`src/rtl/s7_iserdes_pkg.sv`:
```
`default_nettype none
// ============================================================================
// s7_iserdes_pkg : training FSM states and default constants for s7_iserdes
// Revision       : 1.0
// ============================================================================
package s7_iserdes_pkg;

  typedef enum logic [2:0] {
    S_IDLE   = 3'd0,
    S_ZERO   = 3'd1,
    S_SCAN   = 3'd2,
    S_CENTER = 3'd3,
    S_SLIP   = 3'd4,
    S_WAIT   = 3'd5,
    S_NEXT   = 3'd6
  } state_t;

  localparam logic [7:0] DEF_PATTERN  = 8'hF0;
  localparam int         DEF_TAP_BITS = 5;
  localparam int         DEF_SETTLE   = 16;

endpackage
`default_nettype wire

```
`src/rtl/s7_iserdes_eye_scan.sv`:
```
`default_nettype none
// ============================================================================
// s7_iserdes_eye_scan : per-tap word stability check and first-window tracker
// Revision            : 1.0
// ============================================================================
module s7_iserdes_eye_scan
  import s7_iserdes_pkg::*;
#(
  parameter int DW       = 8,
  parameter int TAP_BITS = DEF_TAP_BITS,
  parameter int SAMPLES  = 64
) (
  input  logic                clk_i,
  input  logic                rst_i,
  input  logic                start_i,
  input  logic                clear_i,
  input  logic                valid_i,
  input  logic [DW-1:0]       word_i,
  input  logic [TAP_BITS-1:0] tap_i,
  output logic                done_o,
  output logic                good_o,
  output logic                found_o,
  output logic [TAP_BITS-1:0] win_lo_o,
  output logic [TAP_BITS-1:0] win_hi_o
);

  localparam int CW = (SAMPLES > 2) ? $clog2(SAMPLES) : 1;

  logic                active_q;
  logic                have_ref_q;
  logic [DW-1:0]       ref_q;
  logic [CW-1:0]       cnt_q;
  logic                good_q;
  logic                done_q;
  logic                res_q;
  logic                found_q;
  logic [TAP_BITS-1:0] lo_q;
  logic [TAP_BITS-1:0] hi_q;

  logic w_last;
  logic w_tap_good;

  assign w_last     = (cnt_q == CW'(SAMPLES - 2));
  assign w_tap_good = good_q & (word_i == ref_q);

  always_ff @(posedge clk_i or posedge rst_i) begin
    if (rst_i) begin
      active_q   <= 1'b0;
      have_ref_q <= 1'b0;
      ref_q      <= '0;
      cnt_q      <= '0;
      good_q     <= 1'b0;
      done_q     <= 1'b0;
      res_q      <= 1'b0;
      found_q    <= 1'b0;
      lo_q       <= '0;
      hi_q       <= '0;
    end else begin
      done_q <= 1'b0;
      if (start_i) begin
        // The start cycle itself may already carry the reference word.
        active_q   <= 1'b1;
        have_ref_q <= valid_i;
        ref_q      <= word_i;
        cnt_q      <= '0;
        good_q     <= 1'b1;
        if (clear_i) begin
          found_q <= 1'b0;
          lo_q    <= '0;
          hi_q    <= '0;
        end
      end else if (active_q && valid_i) begin
        if (!have_ref_q) begin
          ref_q      <= word_i;
          have_ref_q <= 1'b1;
        end else begin
          good_q <= w_tap_good;
          cnt_q  <= cnt_q + 1'b1;
          if (w_last) begin
            active_q <= 1'b0;
            done_q   <= 1'b1;
            res_q    <= w_tap_good;
            if (w_tap_good) begin
              if (!found_q) lo_q <= tap_i;
              hi_q    <= tap_i;
              found_q <= 1'b1;
            end
          end
        end
      end
    end
  end

  assign done_o   = done_q;
  assign good_o   = res_q;
  assign found_o  = found_q;
  assign win_lo_o = lo_q;
  assign win_hi_o = hi_q;

endmodule
`default_nettype wire

```
`src/rtl/s7_iserdes_align.sv`:
```
`default_nettype none
// ============================================================================
// s7_iserdes_align : per-lane IDELAY eye scan, eye centring and bitslip lock
// Revision         : 1.0
// ============================================================================
module s7_iserdes_align
  import s7_iserdes_pkg::*;
#(
  parameter int             N_LANES  = 8,
  parameter int             DW       = 8,
  parameter logic [DW-1:0]  PATTERN  = DW'(DEF_PATTERN),
  parameter int             TAP_BITS = DEF_TAP_BITS,
  parameter int             SAMPLES  = 64,
  parameter int             SETTLE   = DEF_SETTLE
) (
  input  logic                         sys_clk_i,
  input  logic                         sys_rst_i,
  input  logic                         start_i,
  input  logic                         data_valid_i,
  input  logic [N_LANES*DW-1:0]        data_in_i,
  input  logic [N_LANES*TAP_BITS-1:0]  id_value_i,
  output logic [N_LANES-1:0]           id_inc_o,
  output logic [N_LANES-1:0]           id_dec_o,
  output logic [N_LANES-1:0]           bitslip_o,
  output logic                         busy_o,
  output logic                         done_o,
  output logic [N_LANES-1:0]           locked_o,
  output logic [N_LANES-1:0]           fail_o
);

  localparam int LW = (N_LANES > 1) ? $clog2(N_LANES) : 1;
  localparam int WW = (SETTLE > 1) ? $clog2(SETTLE + 1) : 1;
  localparam int SW = (DW > 1) ? $clog2(DW) : 1;
  localparam logic [TAP_BITS-1:0] TAP_MAX = {TAP_BITS{1'b1}};

  state_t              state_q;
  state_t              ret_q;
  logic [LW-1:0]       lane_q;
  logic [TAP_BITS-1:0] tap_q;
  logic [SW-1:0]       slip_q;
  logic [WW-1:0]       wait_q;
  logic                busy_q;
  logic                done_q;
  logic [N_LANES-1:0]  locked_q;
  logic [N_LANES-1:0]  fail_q;
  logic [N_LANES-1:0]  id_inc_q;
  logic [N_LANES-1:0]  id_dec_q;
  logic [N_LANES-1:0]  bitslip_q;
  logic                scan_start_q;
  logic                win_clr_q;

  logic [DW-1:0]       w_word;
  logic [TAP_BITS-1:0] w_tap;
  logic                es_done;
  logic                es_good;
  logic                es_found;
  logic [TAP_BITS-1:0] es_lo;
  logic [TAP_BITS-1:0] es_hi;
  logic [TAP_BITS:0]   w_mid;
  logic [TAP_BITS:0]   w_cur;

  always_comb begin
    w_word = '0;
    w_tap  = '0;
    for (int k = 0; k < N_LANES; k++) begin
      if (LW'(k) == lane_q) begin
        w_word = data_in_i[k*DW +: DW];
        w_tap  = id_value_i[k*TAP_BITS +: TAP_BITS];
      end
    end
  end

  // Centre is formed one bit wider so win_lo+win_hi cannot wrap.
  assign w_mid = ({1'b0, es_lo} + {1'b0, es_hi}) >> 1;
  assign w_cur = {1'b0, w_tap};

  s7_iserdes_eye_scan #(
    .DW       (DW),
    .TAP_BITS (TAP_BITS),
    .SAMPLES  (SAMPLES)
  ) u_eye_scan (
    .clk_i    (sys_clk_i),
    .rst_i    (sys_rst_i),
    .start_i  (scan_start_q),
    .clear_i  (win_clr_q),
    .valid_i  (data_valid_i),
    .word_i   (w_word),
    .tap_i    (tap_q),
    .done_o   (es_done),
    .good_o   (es_good),
    .found_o  (es_found),
    .win_lo_o (es_lo),
    .win_hi_o (es_hi)
  );

  always_ff @(posedge sys_clk_i or posedge sys_rst_i) begin
    if (sys_rst_i) begin
      state_q      <= S_IDLE;
      ret_q        <= S_IDLE;
      lane_q       <= '0;
      tap_q        <= '0;
      slip_q       <= '0;
      wait_q       <= '0;
      busy_q       <= 1'b0;
      done_q       <= 1'b0;
      locked_q     <= '0;
      fail_q       <= '0;
      id_inc_q     <= '0;
      id_dec_q     <= '0;
      bitslip_q    <= '0;
      scan_start_q <= 1'b0;
      win_clr_q    <= 1'b0;
    end else begin
      id_inc_q     <= '0;
      id_dec_q     <= '0;
      bitslip_q    <= '0;
      done_q       <= 1'b0;
      scan_start_q <= 1'b0;
      win_clr_q    <= 1'b0;
      wait_q       <= '0;
      case (state_q)
        S_IDLE: begin
          if (start_i) begin
            locked_q <= '0;
            fail_q   <= '0;
            busy_q   <= 1'b1;
            lane_q   <= '0;
            state_q  <= S_ZERO;
          end
        end
        S_ZERO: begin
          if (w_tap != '0) begin
            id_dec_q[lane_q] <= 1'b1;
            ret_q            <= S_ZERO;
            state_q          <= S_WAIT;
          end else begin
            tap_q        <= '0;
            scan_start_q <= 1'b1;
            win_clr_q    <= 1'b1;
            state_q      <= S_SCAN;
          end
        end
        S_SCAN: begin
          if (es_done) begin
            if (!es_good && es_found) begin
              state_q <= S_CENTER;
            end else if (tap_q != TAP_MAX) begin
              id_inc_q[lane_q] <= 1'b1;
              tap_q            <= tap_q + 1'b1;
              ret_q            <= S_SCAN;
              state_q          <= S_WAIT;
            end else begin
              state_q <= S_CENTER;
            end
          end
        end
        S_CENTER: begin
          if (!es_found) begin
            fail_q[lane_q] <= 1'b1;
            state_q        <= S_NEXT;
          end else if (w_cur > w_mid) begin
            id_dec_q[lane_q] <= 1'b1;
            ret_q            <= S_CENTER;
            state_q          <= S_WAIT;
          end else if (w_cur < w_mid) begin
            id_inc_q[lane_q] <= 1'b1;
            ret_q            <= S_CENTER;
            state_q          <= S_WAIT;
          end else begin
            slip_q  <= '0;
            state_q <= S_SLIP;
          end
        end
        S_SLIP: begin
          if (data_valid_i) begin
            if (w_word == PATTERN) begin
              locked_q[lane_q] <= 1'b1;
              state_q          <= S_NEXT;
            end else if (slip_q != SW'(DW - 1)) begin
              bitslip_q[lane_q] <= 1'b1;
              slip_q            <= slip_q + 1'b1;
              ret_q             <= S_SLIP;
              state_q           <= S_WAIT;
            end else begin
              fail_q[lane_q] <= 1'b1;
              state_q        <= S_NEXT;
            end
          end
        end
        S_WAIT: begin
          // The pulse cycle is the first of the SETTLE wait cycles.
          if (wait_q == WW'(SETTLE - 1)) begin
            state_q <= ret_q;
            if (ret_q == S_SCAN) scan_start_q <= 1'b1;
          end else begin
            wait_q <= wait_q + 1'b1;
          end
        end
        S_NEXT: begin
          if (lane_q == LW'(N_LANES - 1)) begin
            done_q  <= 1'b1;
            busy_q  <= 1'b0;
            state_q <= S_IDLE;
          end else begin
            lane_q  <= lane_q + 1'b1;
            state_q <= S_ZERO;
          end
        end
        default: state_q <= S_IDLE;
      endcase
    end
  end

  assign id_inc_o  = id_inc_q;
  assign id_dec_o  = id_dec_q;
  assign bitslip_o = bitslip_q;
  assign busy_o    = busy_q;
  assign done_o    = done_q;
  assign locked_o  = locked_q;
  assign fail_o    = fail_q;

endmodule
`default_nettype wire
```
`config.mk`:
```
export PLATFORM = sky130hd
export DESIGN_NAME = s7_iserdes_align
export DESIGN_NICKNAME = d
export VERILOG_FILES = /design/src/rtl/s7_iserdes_pkg.sv /design/src/rtl/s7_iserdes_eye_scan.sv /design/src/rtl/s7_iserdes_align.sv
export SDC_FILE = /design/constraint.sdc
export NUM_CORES = 1
export LEC_CHECK = 0
export BUFFER_PORTS_ARGS = -buffer_cell sky130_fd_sc_hd__buf_2
export CAP_MARGIN = 10
export CORE_ASPECT_RATIO = 1.1
export CORE_UTILIZATION = 58
export CTS_CLUSTER_DIAMETER = 50
export DETAILED_ROUTE_END_ITERATION = 7
export PLACE_DENSITY = 0.89
export SLEW_MARGIN = 30
export SYNTH_ARGS = -nofsm -noshare
export SYNTH_HDL_FRONTEND = slang
export SYNTH_HIERARCHICAL = 1
export SYNTH_SLANG_ARGS = --single-unit
```
`constraint.sdc`:
```
create_clock -name sys_clk_i -period 10.05 [get_ports sys_clk_i]
set_input_delay 0.5025 -clock sys_clk_i [delete_from_list [all_inputs] [get_ports sys_clk_i]]
set_output_delay 0.5025 -clock sys_clk_i [all_outputs]
set_load 0.01 [all_outputs]
```
==> impl_metrics.json, run 1 <==
{
  "busiest_layer": "met2",
  "cp.required_ns": 10.32,
  "drc_errors": 18,
  "nNetsFinal": 908,
  "crit_chain": "inv_1, ha_1, or2_1, o311ai_0, a221o_1, xor2_1, nor4_1, nand4_1, or3_4, o311ai_2",
  "synthSimpleGateAreaFrac_pct": 20.33,
  "r2r-start": "lane_q[2]",
  "path_buf_inv": 1,
  "synth.cell_area_sq_um": 5866,
  "vias_per_cell": 6.081,
  "clk_latency_ns": 0.37,
  "skew_ns": 0.01326,
  "r2r_cells": 10,
  "htreeDepth": 3,
  "crit_arrival_ns": 5.30,
  "gp_congestion": 0.9143,
  "synth_top_area_cell": "dfrtp_1",
  "die_w_microns": 97.89,
  "synth.net_count": 784,
  "tightestPinTransition_ns": 0.8973,
  "crit_family": "simple AND/OR/NAND/NOR gates",
  "fin_util_pct": 69.01,
  "leakage_nw": 3.345,
  "synth_xor_area_share_pct": 2.837,
  "yosysTopAreaCellShare_pct": 40.96,
  "fp-row-count": 38,
  "yosysWarnings": 6,
  "die_y_microns": 107.5,
  "synth_cells": 653,
  "cts.clk_slew.worst_paths_ns": 0.09,
  "synth.distinct_cells": 71,
  "drive_above_1_share_pct": 25.58,
  "io_buffer_count": 149,
  "final_hold_viol_count": 0,
  "period_needed_ns": 5.035,
  "cts.repair.resized": 0,
  "cts_sinks": 96,
  "synthTopCellsByArea": "dfrtp_1, ha_1, nand2_1",
  "dieArea_sq_um": 10520,
  "hpwl_microns": 11620,
  "r2r_slack_ns": 5.01,
  "cts_tree": "yes",
  "synth.mux.area_fraction_pct": 1.877,
  "numCtsBuffers": 9,
  "worst-path-max-fanout": 32,
  "top_level_ports": 150,
  "drv_slew": 0,
  "synth_fa_ha_area_share_pct": 5.034,
  "diodes": 0,
  "num_vias": 5485,
  "core_area_sq_um": 9842,
  "firstDrtPassIters": 8,
  "peakVddDrop_mv": 0.1143,
  "syn_to_final_growth_pct": 15.78,
  "crit_slowest_cell": "dfrtp_1",
  "synth_ff_type": "dfrtp_1",
  "grtUsageMet3_pct": 5.130,
  "start_util_pct": 59.60,
  "ant_nets": 0,
  "synth_compound_area_share_pct": 22.76,
  "seq_area_frac_synth_pct": 40.96,
  "grt_pass1_wl_microns": 25450,
  "setup_violations": 0,
  "rsz0062_at_grt": "no",
  "fin_crit_sh_pct": 50.10,
  "synth_edf_count": 0,
  "ctsHoldBuffers": 0,
  "met1_usage_pct": 38.10,
  "async_reset_ff_share_pct": 100.0,
  "met2_usage_pct": 51.81,
  "fmax_mhz": 198.6,
  "cts.path.max_buffers": 2,
  "violations": "design-rule violations",
  "wl_per_cell_microns": 17.25,
  "r2r-end": "u_eye_scan/win_lo_o[3]",
  "synth_top_family_by_area": "compound AO/OA/AOI/OAI gates",
  "relSlewSlack_pct": 39.90,
  "grt_usage_pct": 30.36,
  "ys_ff_latch": 96,
  "drv_cap": 0,
  "wl_microns": 15560,
  "first_global_vias": 5352,
  "clockRootBuffer": "clkbuf_8",
  "status": "finished with violations",
  "hold_path.class": "in2async",
  "crit_path_start_kind": "flop",
  "grt_max_degree": 67,
  "grt_overflow_total": 0,
  "critPathCaptureType": "flop",
  "path_class": "reg2reg",
  "powerDensity_nw_per_um2": 158.3,
  "drt_iter0_markers": 519,
  "max_stage_delay_ns": 0.95,
  "antenna_found_initial": 0,
  "setup_tns_ns": 0,
  "cts_setup_buffers": 0,
  "syn_avg_cell_area_sq_um": 8.983
}
==> worst max path at each step <==
stage	cells after the start	end	start
3_5_place_dp	10	u_eye_scan/win_lo_o[3]	lane_q[2]
5_1_grt	10	u_eye_scan/win_lo_o[3]	lane_q[2]
2_1_floorplan	18	ret_q[1]	lane_q[2]
4_1_cts	10	u_eye_scan/win_lo_o[3]	lane_q[2]
6_report	10	u_eye_scan/win_lo_o[3]	lane_q[2]
3_3_place_gp	10	u_eye_scan/win_lo_o[3]	lane_q[2]
==> cell families after synthesis <==
family,Yosys count
fa+ha+maj,23
flops,96
simple gates,236
buf+inv,78
mux,10
xor+xnor,19
compound gates,191
==> cell usage in the layout (no fill, tap or decap), drive strengths merged, types with 4 or more instances in the layout <==
cell / n
a2111oi: 6
a21o: 6
a21oi: 43
a221o: 4
a221oi: 9
a22o: 10
a22oi: 4
a31oi: 9
and2: 5
and3: 10
buf: 152
clkbuf: 9
dfrtp: 96
ha: 22
inv: 42
mux2: 8
nand2: 70
nand2b: 9
nand3: 18
nand3b: 9
nor2: 64
nor2b: 18
nor3: 5
nor3b: 6
nor4: 6
o211ai: 13
o21ai: 49
o22ai: 6
or2: 6
or3: 4
xnor2: 7
xor2: 12
==> through the flow <==
stage	hold WS [ns]	setup slack (ns)	total power [W]	area (sq um)	cells
CTS	0.2262	5.165	0.001075	6789	902
finish	0.2202	5.015	0.001075	6792	902
detailed placement	0.4698	5.230	0.0007949	6566	886
floorplan	0.4310	6.721	0.0007101	5866	653
global route	0.2688	4.696	0.001135	6792	902
global placement	0.4461	5.360	0.0007785	6566	886
==> report_power, final <==
| group | internal [W] | switching [W] |
|---|---|---|
| Sequential | 0.000441 | 0.0000629 |
| Combinational | 0.000125 | 0.000166 |
| Clock | 0.000142 | 0.000138 |
| Total | 0.000708 | 0.000367 |
==> area by class of cell <==
cell class                 instances  area (sq um)
inverter                          39         146.4
tap                              120         150.1
fill                             772          3050
clock buffer                       9         123.9
sequential                        96          2402
clock inverter                     7         98.84
multi-input combinational        479          3102
timing repair buffer             152         768.2
==> registers in the layout, indices dropped and copies added, names as in the netlist, 6 cells and up <==
register / flops
u_eye_scan/ref_q: 8
id_inc_o: 8
fail_o: 8
u_eye_scan/cnt_q: 6
bitslip_o: 8
id_dec_o: 8
locked_o: 8
==> cell usage after synthesis (3+ instances only) <==
| cell type | number |
|---|---|
| dfrtp_1 | 96 |
| nand2_1 | 70 |
| nor2_1 | 64 |
| o21ai_0 | 46 |
| a21oi_1 | 41 |
| inv_1 | 39 |
| ha_1 | 22 |
| nor2b_1 | 18 |
| nand3_1 | 17 |
| buf_2 | 15 |
| clkbuf_1 | 15 |
| o211ai_1 | 13 |
| xor2_1 | 12 |
| a22o_1 | 10 |
| and3_1 | 10 |
| nand2b_1 | 9 |
| nand3b_1 | 9 |
| a221oi_1 | 8 |
| mux2_2 | 8 |
| a31oi_1 | 7 |
| xnor2_1 | 7 |
| a21o_1 | 6 |
| buf_6 | 6 |
| nor3b_1 | 6 |
| o22ai_1 | 6 |
| a2111oi_0 | 5 |
| and2_1 | 5 |
| a221o_1 | 4 |
| a22oi_1 | 4 |
| nor3_1 | 4 |
| or2_2 | 4 |
| a211oi_1 | 3 |
| a32o_1 | 3 |
| nand4_1 | 3 |
| nor4_1 | 3 |
| o21a_1 | 3 |
| or3_1 | 3 |
==> metal layers <==
metal / part of all wire (%) / up-vias
met5: 0 / -
met1: 39 / 2598
li1: - / 2573
met4: 3.4 / 0
met3: 7.7 / 54
met2: 49 / 260
Power figures use the tool's default switching activity.
==> run 2: changes to the inputs <==
- ABC_AREA: default -> 1
- CORE_UTILIZATION: 58 -> 50
- PLACE_DENSITY: 0.89 -> 0.81
- clock period: 10.05 -> 4.06 ns (I/O delays scaled with it)
==> run 2 against run 1 <==
  * The flow still finishes with violations (design-rule violations)
  * Synthesized cell count grew 38%
  * Sequential share of layout area decreased by 3.4 points
  * Sequential power rose to 2.5 times the previous value
  * Cell area up 11%
  * Non-clock buffer count rose by 4
  * Combinational power grew to 4.0 times the previous value
==> impl_metrics.json, run 2 <==
{
  "synth.net_count": 1032,
  "crit_end": "id_inc_o[3]",
  "top_level_ports": 150,
  "vias_per_cell": 5.086,
  "register_area_sq_um": 2402,
  "path_class": "reg2reg",
  "drv_slew": 0,
  "leakage_nw": 4.227,
  "peakVddDrop_mv": 0.2398,
  "yosysWarnings": 6,
  "clk_latency_ns": 0.34,
  "drive_above_1_share_pct": 22.84,
  "skew_ns": 0.007966,
  "io_buffer_count": 149,
  "r2r_cells": 19,
  "cts_sinks": 96,
  "r2r-start": "lane_q[0]",
  "start_util_pct": 52.11,
  "synth_common_cells": "nand2_1, nor2_1, inv_1",
  "multiInputGateArea_sq_um": 3306,
  "nNetsFinal": 1177,
  "grt_max_degree": 36,
  "hold_path.class": "in2reg",
  "cts_setup_buffers": 0,
  "synth_top_area_cell": "dfrtp_1",
  "yosysTopAreaCellShare_pct": 37.81,
  "final_cell_mix": "nand2_1, buf_2, nor2_1, inv_1, dfrtp_1",
  "cts_tree": "yes",
  "antenna_found_initial": 0,
  "ctsHoldBuffers": 1,
  "firstDrtPassIters": 8,
  "synth.cell_area_sq_um": 6354,
  "critPathCaptureType": "flop",
  "grt_usage_pct": 25.95,
  "gp_congestion": 0.9200,
  "tightestPinTransition_ns": 0.7489,
  "crit_path_start_kind": "flop",
  "core_area_sq_um": 12190,
  "final_hold_viol_count": 0,
  "cts.clk_slew.worst_paths_ns": 0.06,
  "cts.repair.resized": 0,
  "crit_slowest_cell": "a21oi_1",
  "cts.path.max_buffers": 2,
  "grt_overflow_total": 0,
  "crit_path_start": "lane_q[0]",
  "synth.most_common_cell": "nand2_1",
  "num_vias": 6129,
  "synth_ff_type": "dfrtp_1",
  "die_y_microns": 120.2,
  "cp.required_ns": 4.25,
  "wl_per_cell_microns": 13.93,
  "crit_family": "simple AND/OR/NAND/NOR gates",
  "drc_errors": 5,
  "crit_chain": "inv_1, ha_1, nand2_2, o21ai_1, inv_1, nand2_1, nand2_1, nand2_1, nand2_1, a21oi_1, inv_1, ha_1, nand2_1, nor2_1, nand2_1, nand3_1, inv_1, a21oi_1, nor2_1",
  "drt_iter0_markers": 634,
  "grt_pass1_wl_microns": 26260,
  "ant_nets": 0,
  "path_buf_inv": 4,
  "synth.distinct_cells": 46,
  "ys_ff_latch": 96,
  "setup_violations": 0,
  "clockRootBuffer": "clkbuf_16",
  "htreeDepth": 3,
  "drv_cap": 0,
  "path_depth": 19,
  "numCtsBuffers": 9,
  "first_global_vias": 5676,
  "synth_cells": 901,
  "r2r_slack_ns": 0.45,
  "layout_commonest_cell": "nand2_1",
  "crit_arrival_ns": 3.80,
  "setup_tns_ns": 0,
  "fp-row-count": 42,
  "period_needed_ns": 3.608,
  "synth_edf_count": 0,
  "rsz0062_at_grt": "no",
  "fmax_mhz": 277.1,
  "r2r-end": "id_inc_o[3]",
  "fillers": 1101,
  "diodes": 0,
  "async_reset_ff_share_pct": 100.0,
  "max_stage_delay_ns": 0.59,
  "hpwl_microns": 13080,
  "syn_to_final_growth_pct": 18.12,
  "powerDensity_nw_per_um2": 442.4,
  "violations": "design-rule violations",
  "syn_avg_cell_area_sq_um": 7.052,
  "die_w_microns": 109.5,
  "synthTopCellsByArea": "dfrtp_1, nand2_1, nor2_1",
  "worst-path-max-fanout": 24,
  "dieArea_sq_um": 13160,
  "status": "finished with violations",
  "seq_area_frac_synth_pct": 37.81,
  "finalPower_w": 0.003320,
  "fin_crit_sh_pct": 88.88,
  "relSlewSlack_pct": 50.08,
  "crit_top_cell": "nand2_1",
  "wl_microns": 16780
}
## run 2: worst min path at each step
stage | cells past startpoint | start | end
3_3_place_gp | 2 | sys_rst_i | win_clr_q
5_1_grt | 3 | data_valid_i | u_eye_scan/have_ref_q
2_1_floorplan | 1 | sys_rst_i | u_eye_scan/active_q
6_report | 3 | data_valid_i | u_eye_scan/have_ref_q
4_1_cts | 3 | data_valid_i | u_eye_scan/have_ref_q
3_5_place_dp | 2 | sys_rst_i | u_eye_scan/cnt_q[1]
## run 2: per-layer routing
| layer | wire [microns] | track usage [%] | vias up |
|---|---|---|---|
| met5 | 0 | 0 | - |
| met4 | 490 | 10.67 | 0 |
| met3 | 1071 | 3.827 | 37 |
| met2 | 8251 | 45.20 | 201 |
| met1 | 6966 | 31.80 | 2787 |
| li1 | - | - | 3104 |
## run 2: where the power goes
| part | total (W) | switching (W) | leakage (nW) | internal, W |
|---|---|---|---|---|
| Sequential | 0.00126 | 0.000134 | 1.28 | 0.00112 |
| Clock | 0.000899 | 0.000359 | 0.156 | 0.000540 |
| Combinational | 0.00116 | 0.000775 | 2.79 | 0.000387 |
| Total | 0.00332 | 0.00127 | 4.23 | 0.00205 |
## run 2: area by class of cell
cell class                      count  area share, %
Timing Repair Buffer              156          10.67
Inverter                          128          6.435
Clock inverter                      7          1.267
Sequential cell                    96          32.01
Clock buffer                        9          3.001
Multi-Input combinational cell    655          44.05
Tap cell                          154          2.568
## run 2: through the flow
step	instance area (sq um)	setup slack (ns)	utilization, %	hold WS, ns	instances
global route	7505	0.02553	61.56	0.2435	1205
floorplan	6354	1.033	-	0.2938	901
CTS	7505	0.5072	61.56	0.1925	1205
detailed placement	7174	0.5523	58.85	0.3440	1188
finish	7505	0.4515	61.56	0.1991	1205
global placement	7174	0.6832	58.85	0.3773	1188
## run 2: logic make-up after synthesis
family	share of synthesized area (%)
xor gates and xnor gates	0.8271
DFF	37.81
muxes	0.5120
and+or+nand+nor	37.30
AOI/OAI and AO/OA	8.744
buffers and inverters	10.16
adders and majority gates	4.647
## run 2: tightest hold or removal path, delay by kind of cell
family | cells | cell delay (ns)
AO/OA/AOI/OAI | 2 | 0.15
buffers and inverters | 1 | 0.14
==> run 3: changes to the inputs <==
- CORE_UTILIZATION: 50 -> 49
- PLACE_DENSITY: 0.81 -> 0.8
- SYNTH_HIERARCHICAL: 1 -> default
==> run 3 against run 2 <==
  * The flow now finishes without violations
  * Worst hold slack got worse by 0.014 ns
  * Global-route usage fell by 0.76 points
  * Sequential share of layout area rose by 0.92 points
  * Clock power rose by 2.7%
  * Maximum frequency fell by 1.0%
  * Cell count fell by 2.4%
  * Utilization fell by 1.2 points
  * Combinational power rose by 9%
  * Non-clock buffer count did not move
==> impl_metrics.json, run 3 <==
{
  "cts_tree": "yes",
  "skew_ns": 0.008547,
  "synthTopCellsByArea": "dfrtp_1, nand2_1, nor2_1",
  "syn_avg_cell_area_sq_um": 7.016,
  "synth.net_count": 1000,
  "relSlewSlack_pct": 50.51,
  "synth_edf_count": 0,
  "die_w_microns": 108.4,
  "cts.path.max_buffers": 2,
  "crit_arrival_ns": 3.89,
  "cts_setup_buffers": 0,
  "fillers": 1116,
  "multiInputGateArea_sq_um": 3115,
  "async_reset_ff_share_pct": 100.0,
  "clock_power_share_pct": 27.1,
  "critPathCaptureType": "flop",
  "grt_overflow_total": 0,
  "firstDrtPassIters": 6,
  "drt_iter0_markers": 499,
  "drive_above_1_share_pct": 22.70,
  "synth_cells": 869,
  "register_area_sq_um": 2402,
  "diodes": 0,
  "synth_ff_type": "dfrtp_1",
  "leakage_nw": 4.115,
  "wl_per_cell_microns": 13.69,
  "synth.distinct_cells": 43,
  "drv_cap": 0,
  "cp.required_ns": 4.30,
  "core_area_sq_um": 12090,
  "pwr-share-seq_pct": 35.9,
  "setup_violations": 0,
  "p_sw_share_pct": 38.78,
  "fin_area_sq_um": 7295,
  "yosysWarnings": 0,
  "ant_nets": 0,
  "p_int_w": 0.002085,
  "vias_per_cell": 5.093,
  "layout_commonest_cell": "nand2_1",
  "io_buffer_count": 149,
  "grt_max_degree": 62,
  "first_global_vias": 5495,
  "synth.cell_area_sq_um": 6097,
  "clk_latency_ns": 0.34,
  "fp-row-count": 42,
  "postPlaceCellArea_sq_um": 6955,
  "drv_slew": 0,
  "cts_sinks": 96,
  "final_cell_mix": "nand2_1, buf_2, nor2_1, inv_1, dfrtp_1",
  "powerDensity_nw_per_um2": 466.8,
  "grt_pass1_wl_microns": 25230,
  "final_hold_viol_count": 0,
  "drc_errors": 0,
  "antenna_found_initial": 0,
  "rsz0062_at_grt": "no",
  "htreeDepth": 3,
  "grt_usage_pct": 25.19,
  "cts.clk_slew.worst_paths_ns": 0.07,
  "fin_crit_sh_pct": 89.81,
  "hold_slack_ns": 0.1854,
  "peakVddDrop_mv": 0.2006,
  "wl_microns": 16100,
  "seq_area_frac_synth_pct": 39.40,
  "nNetsFinal": 1148,
  "r2r_slack_ns": 0.41,
  "crit_path_start_kind": "flop",
  "period_needed_ns": 3.646,
  "die_y_microns": 119.0,
  "synth_common_cells": "nand2_1, nor2_1, inv_1",
  "setup_tns_ns": 0,
  "syn_to_final_growth_pct": 19.64,
  "tightestPinTransition_ns": 0.7424,
  "numCtsBuffers": 9,
  "ys_ff_latch": 96,
  "top_level_ports": 150,
  "fmax_mhz": 274.2,
  "status": "complete, no violations",
  "hpwl_microns": 12450,
  "dieArea_sq_um": 12890,
  "gp_congestion": 1.007,
  "switching_power_w": 0.001320,
  "start_util_pct": 50.45,
  "yosysTopAreaCellShare_pct": 39.40,
  "synth.most_common_cell": "nand2_1",
  "synth_top_area_cell": "dfrtp_1",
  "p_comb_share_pct": 37.0,
  "path_class": "reg2reg",
  "clockRootBuffer": "clkbuf_16",
  "worst-path-max-fanout": 10,
  "num_vias": 5989,
  "hold_path.class": "in2reg"
}
## run 3: cell count changes after synthesis, moves of 7 or more
cell     delta
nor2_1     -14
o21ai_0    +12
nor3_1     +12
inv_1      -13
a21oi_1    -18
or2_2       +7
## run 3: critical path: stages (launching register included)
cell and delay, ns:
dfrtp_1 0.45, inv_1 0.19, ha_1 0.36, nand2_2 0.18, or2_2 0.31, nand3_1 0.08
nand3_1 0.06, nand3_1 0.09, nand3_1 0.07, nand2_1 0.07, nand2_1 0.05, nand2_1 0.07
inv_1 0.04, ha_1 0.27, nand2_1 0.06, nor2_1 0.06, nand2_1 0.06, nand3_1 0.09
inv_1 0.13, a21oi_1 0.10, a211oi_1 0.43, nand2_1 0.16, nand2_1 0.08, nand2_1 0.05
## run 3: metrics by stage
step / cells / total power [W] / util [%] / setup slack [ns]
2_1_floorplan: 869 / 0.002174 / - / 0.7723
3_3_place_gp: 1159 / 0.002445 / 57.55 / 0.6094
3_5_place_dp: 1159 / 0.002481 / 57.55 / 0.4592
4_1_cts: 1176 / 0.003410 / 60.35 / 0.4361
5_1_grt: 1176 / 0.003652 / 60.35 / 0.07487
6_report: 1176 / 0.003405 / 60.35 / 0.4136
## run 3: what timing repair did
action,4_1_cts,5_1_grt
hold buffers,1,0
gates resized for setup,0,0
hold endpoints to repair,35,0
## run 3: area by class of cell
type	count	area share [%]
clock buffers	11	3.328
clock inverters	5	1.184
inverters	118	6.226
multi-input cells	636	42.71
flip-flops and latches	96	32.93
well taps	154	2.642
repair buffers	156	10.98
## run 3: logic make-up after synthesis
group	count (synthesis)	synth area share (%)
fa+ha+maj	23	4.843
flops	96	39.40
buf+inv	137	9.501
compound gates	94	8.968
simple gates	514	36.57
xor+xnor	5	0.7184
## run 3: power by group through the flow
stage               clock network (W)  registers (W)  logic (W)
CTS                          0.000932        0.00122    0.00126
global route                 0.000978        0.00125    0.00143
finish                       0.000923        0.00122    0.00126
global placement                    0        0.00123    0.00121
floorplan                           0        0.00122   0.000949
detailed placement                  0        0.00124    0.00124
## run 3: routing by layer
layer	vias to the layer above	track usage [%]	part of all wire, %
met1	2713	30.13	42
met4	0	11.49	3.6
met3	39	3.941	5.9
li1	3020	-	-
met2	217	43.99	49
met5	-	0	0
## run 3: final timing paths
path | startpoint | endpoint | cells past startpoint
hold reg to reg | wait_q[0] | wait_q[0] | 1
setup / recovery | lane_q[1] | slip_q[2] | 23
min in group asynchronous | sys_rst_i | id_dec_o[6] | 3
hold / removal | data_valid_i | u_eye_scan.have_ref_q | 3
setup reg to reg | lane_q[1] | slip_q[2] | 23
max in group asynchronous | sys_rst_i | u_eye_scan.win_hi_o[2] | 4
